`src/rtl/alm_log_convert_pipe.sv`:
```
// Purpose : per-lane integer -> ALM log form (leading-one k, M-bit mantissa, zero, sign).
// Latency : 2 register stages (S1 = magnitude/LOD, S2 = normalise/truncate), 1 txn per cycle.
// Backpr. : valid/ready; S2 holds while out_ready=0, S1 holds while S2 is stalled, nothing dropped.
//
// Ports:
//   clk, rst                  rising-edge clock, asynchronous active-high reset
//   in_valid/in_ready         input handshake; in_ready depends on out_ready only
//   in_data[LANES*A_BW]       lane i operand at [i*A_BW +: A_BW]
//   in_comp                   compensated truncation for the whole transaction
//   out_valid/out_ready       output handshake
//   out_k[LANES*LOG2_W]       leading-one position per lane
//   out_frac[LANES*M]         truncated mantissa per lane
//   out_zero[LANES]           operand magnitude is zero
//   out_sign[LANES]           operand sign (0 when SIGNED=0)
module alm_log_convert_pipe #(
    parameter int A_BW   = 16,
    parameter int LANES  = 4,
    parameter int M      = 6,
    parameter int SIGNED = 0,
    parameter int LOG2_W = $clog2(A_BW)
) (
    input  logic                      clk,
    input  logic                      rst,
    input  logic                      in_valid,
    output logic                      in_ready,
    input  logic [LANES*A_BW-1:0]     in_data,
    input  logic                      in_comp,
    output logic                      out_valid,
    input  logic                      out_ready,
    output logic [LANES*LOG2_W-1:0]   out_k,
    output logic [LANES*M-1:0]        out_frac,
    output logic [LANES-1:0]          out_zero,
    output logic [LANES-1:0]          out_sign
);

    typedef struct packed {
        logic [A_BW-1:0]   mag;
        logic [LOG2_W-1:0] k;
        logic              zero;
        logic              sign;
    } s1_lane_t;

    s1_lane_t s1_d [LANES];
    s1_lane_t s1_q [LANES];
    logic     s1_vld;
    logic     s1_comp;
    logic     s1_adv;

    logic [LANES*LOG2_W-1:0] s2_k_d;
    logic [LANES*M-1:0]      s2_frac_d;
    logic [LANES-1:0]        s2_zero_d;
    logic [LANES-1:0]        s2_sign_d;

    // out_valid is the S2 valid bit; S1 may move whenever S2 empties or drains.
    assign s1_adv   = !out_valid || out_ready;
    assign in_ready = !s1_vld || s1_adv;

    // ---------------- S1: magnitude, leading-one detect ----------------
    always_comb begin
        for (int i = 0; i < LANES; i++) begin
            logic [A_BW-1:0]   op;
            logic [A_BW-1:0]   mag;
            logic [LOG2_W-1:0] kk;
            logic              neg;
            op  = in_data[i*A_BW +: A_BW];
            neg = (SIGNED != 0) && op[A_BW-1];
            // Two's-complement negate in A_BW bits: the most negative value
            // maps onto itself, which read unsigned is exactly its magnitude.
            mag = neg ? (-op) : op;
            // Priority encoder: the highest set bit wins because it is visited last.
            kk  = '0;
            for (int j = 0; j < A_BW; j++) begin
                if (mag[j]) kk = LOG2_W'(j);
            end
            s1_d[i].mag  = mag;
            s1_d[i].k    = kk;
            s1_d[i].zero = (mag == '0);
            s1_d[i].sign = neg;
        end
    end

    always_ff @(posedge clk or posedge rst) begin
        if (rst) begin
            s1_vld  <= 1'b0;
            s1_comp <= 1'b0;
            for (int i = 0; i < LANES; i++) s1_q[i] <= '0;
        end else if (in_ready) begin
            s1_vld <= in_valid;
            if (in_valid) begin
                s1_q    <= s1_d;
                s1_comp <= in_comp;
            end
        end
    end

    // ---------------- S2: normalise and truncate ----------------
    always_comb begin
        s2_k_d    = '0;
        s2_frac_d = '0;
        s2_zero_d = '0;
        s2_sign_d = '0;
        for (int i = 0; i < LANES; i++) begin
            logic [LOG2_W-1:0] sh;
            logic [A_BW-2:0]   f;
            logic [A_BW-2:0]   rest;
            logic [M-1:0]      fr;
            // Shift the leading one out of the top; what remains is the
            // fraction left-aligned to A_BW-1 bits.
            sh   = LOG2_W'(A_BW-1) - s1_q[i].k;
            f    = (A_BW-1)'(s1_q[i].mag << sh);
            // Bits below the kept mantissa; empty when M = A_BW-1.
            rest = f << M;
            fr   = f[A_BW-2 -: M];
            if (s1_comp && (rest != '0)) fr[0] = 1'b1;
            s2_k_d[i*LOG2_W +: LOG2_W] = s1_q[i].k;
            s2_frac_d[i*M +: M]        = fr;
            s2_zero_d[i]               = s1_q[i].zero;
            s2_sign_d[i]               = s1_q[i].sign;
        end
    end

    always_ff @(posedge clk or posedge rst) begin
        if (rst) begin
            out_valid <= 1'b0;
            out_k     <= '0;
            out_frac  <= '0;
            out_zero  <= '0;
            out_sign  <= '0;
        end else if (s1_adv) begin
            out_valid <= s1_vld;
            if (s1_vld) begin
                out_k    <= s2_k_d;
                out_frac <= s2_frac_d;
                out_zero <= s2_zero_d;
                out_sign <= s2_sign_d;
            end
        end
    end

endmodule

```
`config.mk`:
```
export PLATFORM = sky130hd
export DESIGN_NAME = alm_log_convert_pipe
export DESIGN_NICKNAME = d
export VERILOG_FILES = /design/src/rtl/alm_log_convert_pipe.sv
export SDC_FILE = /design/constraint.sdc
export NUM_CORES = 1
export LEC_CHECK = 0
export CAP_MARGIN = 5
export CORE_ASPECT_RATIO = 0.8
export CORE_MARGIN = 4
export CORE_UTILIZATION = 40
export CTS_CLUSTER_DIAMETER = 200
export DETAILED_ROUTE_END_ITERATION = 8
export PLACE_DENSITY = 0.62
export SYNTH_ARGS = -nofsm -noshare
export SYNTH_HDL_FRONTEND = slang
export SYNTH_SLANG_ARGS = --single-unit
```
`constraint.sdc`:
```
create_clock -name clk -period 10.75 [get_ports clk]
set_input_delay 1.075 -clock clk [delete_from_list [all_inputs] [get_ports clk]]
set_output_delay 1.075 -clock clk [all_outputs]
set_load 0.005 [all_outputs]
```
## Word-level counts from Yosys, hierarchy flattened

Index checks and enable logic that the tools add are counted.

| storage, ports and cells | value |
|---|---|
| memories kept | 0 |
| RAM bits | 0 |
| memory bits (read-only) | 0 |
| word-level logic and storage cells | 108 |
| input port bits | 69 |
| latch bits | 0 |
| output and inout bits | 50 |
| flip-flop bits (word level) | 131 |

| operators by class | value |
|---|---|
| bitwise operators | 0 |
| magnitude comparators | 0 |
| eq/ne operators | 0 |
| $mul | 0 |
| div/mod/pow operators | 0 |
| shifts and indexed selects | 4 |
| add/sub/neg operators | 4 |
| reduce and logical (&&, ||, !) cells | 18 |
| multiplexer cells | 64 |

Operators with widths:

| kind | number |
|---|---|
| 4-bit two-way mux | 52 |
| 16-bit zero test | 4 |
| 16-bit by 4-bit << shifter with 15-bit output | 4 |
| 15-bit nonzero test | 4 |
| 4-bit subtractor, first input constant | 4 |
| 1-bit two-way mux | 8 |
| 3-bit two-way mux | 2 |
| 1-bit logical AND | 4 |
| 2-bit two-way mux | 2 |
| 2-bit AND reduction | 2 |
| 1-bit zero test | 2 |
| 1-bit logical OR | 2 |

## Longest topological paths before layout

Gate-level depths: netlist of run 1.

| depth | value |
|---|---|
| depth after elaboration | 15 |
| mapped depth | 8 |
| gate-level depth less buffers | 6 |

## Worst setup path before layout of run 1

Ideal clock, no wire load.

| path | value |
|---|---|
| path type | input-to-output |
| start | input out_ready |
| end | output in_ready |
| buffers on the path | 0 |
| path slack | 8.411 ns |
| arrival time | 1.264 ns |
| data required time | 9.675 ns |
| cell stages on the path | 1 |
| cell sequence | nand3b_1 |

| on the way | value |
|---|---|
| cells in the longest elaborated chain, start to end | 2 |

RTL lines:

| element | line | RTL |
|---|---|---|
| from (decl) | 29 | `input logic out_ready,` |
| 1-bit logical OR | 55 | `assign s1_adv = !out_valid \|\| out_ready;` |
| 1-bit logical OR | 56 | `assign in_ready = !s1_vld \|\| s1_adv;` |
| to (decl) | 25 | `output logic in_ready,` |

No other way between the ends.

## Worst setup path in the final report of run 1

Same ends and word-level chain as after synthesis.

==> impl_results.md, run 1 <==
* Top delay family on crit path: buffers and inverters
* Type of destination of the critical path: primary output
* Detailed Route WL at 18400 um
* Detailed Routing Iterations Pass 1 at 5
* Final ANT Viol Nets at 0
* GRT overflow at 0
* CP cell instances: clkdlybuf4s50_1, nand3b_1, clkdlybuf4s50_1
* Post-place setup slack at 7.33 ns
* H-tree levels at 4
* WP buf/inv at 2
* Synthesis-stage register bit count at 127
* Cell variety after synth at 53
* Gpl congestion at 0.841
* Input/output buffers at 114
* Final cell count without fillers at 1230
* Die H at 130 um
* Cts-stage hold buffer count at 0
* Largest net degree at the start of global routing at 73
* Post-route worst setup slack at 7.34 ns
* Largest cells by area after synthesis: dfrtp_1, nand2_1, mux2i_1, mux4_2, o21ai_0
* Endpoints failing setup at 0
* Post-layout min period at 3.41 ns
* Worst-Skew Late Latency at 0.43 ns
* Max Cap Violations at 0
* Crit path DAT at 2.34 ns
* Final nets at 1034
* Chip width at 161 um
* Worst-margin pin slew at 0.923 ns
* Placed Cells at 1199
* Ports at 119
* Max Fclk at 293 MHz
* CP peak stage delay at 0.56 ns
* Crit share post-route at 31.7%
* WS Path Type: input port to primary output
* Relative slew slack at 38.5%
* Final Hold Fails at 0
* CP dominant cell by count: clkdlybuf4s50_1
* Worst-path clk slew at 0.05 ns
* Ys flop type: dfrtp_1
* Setup tns final at 0 ns
* Crit Path Max Fanout at 4
* Global-route usage over all layers at 18.3%
* RSZ-0062 raised after global routing: no
* Post-synth EDFFs at 0
* Starting DRT DRC Count at 440
* Layout fillers at 1775
* Drt via density at 5.22
* HPWL Detailed at 12800 um
* Slew Viols, Final at 0
* Rows at 44
* DRC at 0
* Post-CTS sizing at 0
* Outcome: finished, final reports clean
* VDD IR max at 94.0 uV
* Area share of the largest cell type after synthesis at 42.5%
* N_diodes at 0
* Util after Layout at 51.1%
* Fin area at 9310 um^2
* Core area at 18200 um^2
* Post-CTS Setup Inserts at 0
* Area grow syn2layout at 24.6%
* CTS Sinks at 127
* Post-synth ARST share at 100%
* Clock Path Buffers at 2
* CTS root buffer: clkbuf_16
* Leak at 4.31 nW
* Vias in the first global route at 6195
* Sequential fraction of the synthesis area at 42.5%
* Max Clock Skew at 0.00836 ns
* Initial antenna violation count at 0
* Post-synth top area cell: dfrtp_1
* Pwr dens at 177 nW/um^2
* TritonCTS Buffers at 17
* Area after DPL at 8710 um^2
* Mean Syn Cell Area at 8.42 um^2
* Post-Syn Area at 7470 um^2
* First-pass GRT wire length at 31200 um
* CP Launch Type: input port
* Initial Util at 41.0%
* Vias at 6424
* DR WL/cell at 14.9 um
* Worst Path Required at 9.68 ns
* TritonCTS clock tree: built
* Worst path slowest cell: clkdlybuf4s50_1
* Hold Crit Class: register to register
* Die Area at 20900 um^2
* Share of cells above drive strength 1 at 7.68%
* Synth Instances at 887
* Ys Warns at 0
through the flow:
step	total power, mW	hold slack (ns)
2_1_floorplan	0.890	0.439
3_3_place_gp	1.06	0.448
3_5_place_dp	1.07	0.451
4_1_cts	1.67	0.465
5_1_grt	1.75	0.492
6_report	1.65	0.464
power by group:
part	switching, mW	internal, mW	total [mW]	leakage, nW
Sequential	0.0913	0.553	0.644	1.51
Combinational	0.180	0.232	0.412	2.51
Clock	0.206	0.388	0.593	0.291
layer usage:
metal / up-vias / part of all wire [%] / GRT usage (%)
met5: - / 0 / 0
met4: 0 / 1.1 / 4.91
met3: 14 / 5.0 / 4.39
met2: 146 / 44 / 28.4
met1: 3044 / 49 / 26.0
li1: 3220 / - / -
registers in the layout (all words and copies together) (netlist names):
register	cells
s1_q	80
out_frac	24
out_k	16
out_zero	4
out_valid	1
s1_comp	1
s1_vld	1
final cells by class:
class / instances / area (um^2) / share of cell area (%)
Timing Repair Buffer: 119 / 1180 / 12.7
Inverter: 19 / 73.8 / 0.793
Sequential cell: 127 / 3180 / 34.1
Multi-Input combinational cell: 681 / 3960 / 42.6
Tap cell: 253 / 317 / 3.40
Clock buffer: 26 / 499 / 5.36
Clock inverter: 5 / 103 / 1.10
cells in the final DEF (no fill, tap or decap), drive strengths merged, types with 18 or more instances in the layout:
cell,instances
mux2,25
nor2,55
clkdlybuf4s50,114
nand2,294
nor3,19
mux2i,50
dfrtp,127
clkbuf,26
o21ai,55
a21oi,35
inv,18
cells in the mapped netlist, types with 3 or more instances:
master,instances
a211oi_1,5
a21o_1,4
a21oi_1,35
a221oi_1,4
a31oi_1,16
and2_1,3
buf_1,5
buf_2,9
buf_4,4
clkbuf_1,43
dfrtp_1,127
inv_1,18
mux2_2,22
mux2i_1,50
mux4_1,3
mux4_2,14
nand2_1,294
nand2b_1,12
nand3_1,7
nand3b_1,6
nand4_1,3
nor2_1,55
nor2b_1,10
nor3_1,19
nor4_1,8
o211ai_1,7
o21ai_0,55
o21bai_1,4
o31ai_1,10
o41ai_1,4
or4_1,4
tightest hold or removal path, delay by kind of cell, from the launching register on:
family           cells  cell delay [ns]
and+or+nand+nor      2             0.10
DFF                  1             0.34
kinds of logic (layout without fill, tap and decap cells):
logic type             after synthesis  after routing  synth area share (%)
and+or+nand+nor                    425            425                  23.7
AOI/OAI and AO/OA                  160            160                  13.2
DFF                                127            127                  42.5
muxes                               92             92                  15.8
buffers and inverters               82            169                  4.67
other                                1              4                0.0502
path summary, 6_finish.rpt:
check | end | slack [ns] | cells past startpoint | start
setup / recovery | in_ready | 7.34 | 3 | out_ready
hold / removal | out_zero[3] | 0.46 | 2 | s1_q[1]
setup reg to reg | out_frac[12] | 7.97 | 6 | s1_q[24]
hold reg to reg | out_zero[3] | 0.46 | 2 | s1_q[1]
max in group asynchronous | s1_q[4] | 8.24 | 3 | rst
min in group asynchronous | s1_q[29] | 1.13 | 2 | rst
Note: power is estimated with default switching activity, not from simulation.
==> run 2: changes to the inputs <==
- clock period: 10.75 -> 3.27 ns (I/O delays scaled with it)
==> run 2 against run 1 <==
  * Flip-flop and latch count stayed put
  * Cell count up 0.65%
  * First-iteration DRC count up 18%
  * Critical path depth is 3 higher
  * Critical endpoint is now out_frac[12]
  * Count of clock-buffer cells in the layout unchanged
  * Largest power group unchanged
  * Power rose to 3.1 times the previous value
  * Critical path type is now register to register
==> impl_results.md, run 2 (same netlist as run 1, synthesis figures left out) <==
* Outcome: finished, final reports clean
* Area after DPL at 8840 um^2 (+1.5%)
* WS Path Type: register to register
* Detailed Route WL at 18700 um (+1.8%)
* Core area at 18200 um^2 (unchanged)
* Gpl congestion at 0.865 (+2.8%)
* Commonest non-fill, non-tap cell in the layout: nand2_1
* RSZ-0062 raised after global routing: no
* Ports at 119 (unchanged)
* Post-CTS sizing at 0 (unchanged)
* Post-route worst setup slack at 0.612 ns (-6.73 ns)
* Drt via density at 5.18 (-0.72%)
* Total Power at 5.13 mW (+210%)
* Most frequent cells in the layout: nand2_1, dfrtp_1, clkdlybuf4s50_1, o21ai_0, nor2_1
* Crit share post-route at 81.3%
* Rows at 44 (unchanged)
* Area grow syn2layout at 24.9%
* Max Clock Skew at 0.00610 ns (-0.00226 ns)
* Setup tns final at 0 ns (unchanged)
* Max Cap Violations at 0 (unchanged)
* CTS root buffer: clkbuf_16
* Share of cells above drive strength 1 at 8.22% (+0.55 points)
* N_diodes at 0 (unchanged)
* CP peak stage delay at 0.78 ns (+0.22 ns)
* Clock Path Buffers at 2 (unchanged)
* Input/output buffers at 114 (unchanged)
* HPWL Detailed at 13500 um (+5.9%)
* Largest net degree at the start of global routing at 61 (-16%)
* Endpoints failing setup at 0 (unchanged)
* Largest register FFs at 80 (unchanged)
* Post-layout min period at 2.66 ns
* CP cell instances: mux4_1, a22oi_1, o2111ai_1, a21o_1, a2111oi_1, nor2_1
* H-tree levels at 4 (unchanged)
* Starting DRT DRC Count at 521 (+18%)
* Largest reg by FF count: s1_q
* Leak at 4.32 nW (+0.33%)
* Global-route usage over all layers at 18.3% (-0.055 points)
* Initial antenna violation count at 0 (unchanged)
* Worst-margin pin slew at 0.944 ns (+0.0210 ns)
* Pwr dens at 549 nW/um^2 (+210%)
* Vias in the first global route at 6064 (-2.1%)
* Cts-stage hold buffer count at 0 (unchanged)
* DR WL/cell at 15.1 um (+1.1%)
* Fin area at 9330 um^2 (+0.23%)
* Type of destination of the critical path: register
* Hold Crit Class: input port to async pin
* Max Fclk at 376 MHz
* Vias at 6419 (-0.078%)
* Final nets at 1045 (+1.1%)
* CP Launch Type: register
* Post-place setup slack at 0.665 ns (-6.67 ns)
* CTS Sinks at 127 (unchanged)
* DRC at 0 (unchanged)
* Initial Util at 41.0% (unchanged)
* Relative slew slack at 37.1% (-1.4 points)
* VDD IR max at 339 uV (+260%)
* Slew Viols, Final at 0 (unchanged)
* Worst-Skew Late Latency at 0.42 ns (about the same)
* TritonCTS Buffers at 17 (unchanged)
* Die Area at 20900 um^2 (unchanged)
* Worst path slowest cell: dfrtp_1
* Crit Path Max Fanout at 18 (+14)
* Die H at 130 um (unchanged)
* Detailed Routing Iterations Pass 1 at 5 (unchanged)
* Worst Path Required at 3.56 ns (-6.12 ns)
* Final Hold Fails at 0 (unchanged)
* TritonCTS clock tree: built
* Crit path DAT at 2.95 ns (+0.61 ns)
* First-pass GRT wire length at 31000 um (-0.57%)
* Chip width at 161 um (unchanged)
* Post-CTS Setup Inserts at 0 (unchanged)
* Top Registers: s1_q x80, out_frac x24, out_k x16
* Worst-path clk slew at 0.05 ns (about the same)
* GRT overflow at 0 (unchanged)
* Final ANT Viol Nets at 0 (unchanged)
[run 2: changes by cell type in the layout (fill, tap and decap cells not counted), sizes merged]
| cell | previous run | this run |
|---|---|---|
| clkinv | 2 | 3 |
| inv | 18 | 17 |
| bufinv | 3 | 0 |
| buf | 5 | 16 |
[run 2: layer usage]
metal	vias up	GRT usage, %	part of all wire, %
met5	-	0	0
met4	0	4.26	1.2
met1	3009	26.6	51
met3	18	4.55	4.8
met2	148	27.7	43
li1	3244	-	-
[run 2: final cells by class]
type / count / area [um^2]
clock buffer: 26 / 479
clock inverter: 2 / 10.0
fill: 1728 / 8890
inverter: 19 / 75.1
multi-input combinational: 681 / 3960
sequential: 127 / 3180
tap: 253 / 317
timing repair buffer: 130 / 1310
[run 2: report_power, final]
| group | total [mW] | internal [mW] | switching (mW) |
|---|---|---|---|
| Sequential | 2.09 | 1.82 | 0.275 |
| Clock | 1.62 | 0.987 | 0.634 |
| Combinational | 1.41 | 0.783 | 0.631 |
| Total | 5.13 | 3.59 | 1.54 |
[run 2: path summary, 6_finish.rpt]
check | startpoint | to | slack, ns | depth (start not counted)
min reg2reg | s1_q[45] | out_zero[1] | 0.46 | 2
min | rst | s1_q[63] | 0.44 | 2
max | s1_q[24] | out_frac[12] | 0.61 | 6
min in group clk | s1_q[45] | out_zero[1] | 0.46 | 2
max reg2reg | s1_q[24] | out_frac[12] | 0.61 | 6
max in group asynchronous | rst | s1_q[33] | 2.20 | 3
[run 2: worst max-delay path, delay by kind of cell (launching register included)]
family           cells  cell delay, ns
AND/OR/NAND/NOR      1            0.08
flip-flops           1            0.78
multiplexers         1            0.66
AO/OA/AOI/OAI        4            1.02
[run 2: through the flow]
step                util [%]  hold slack (ns)  cells
finish                  51.2            0.437   1238
CTS                     51.2            0.452   1238
global placement        48.5            0.450   1210
floorplan                  -            0.432    890
detailed placement      48.5            0.454   1210
global route            51.2            0.479   1238
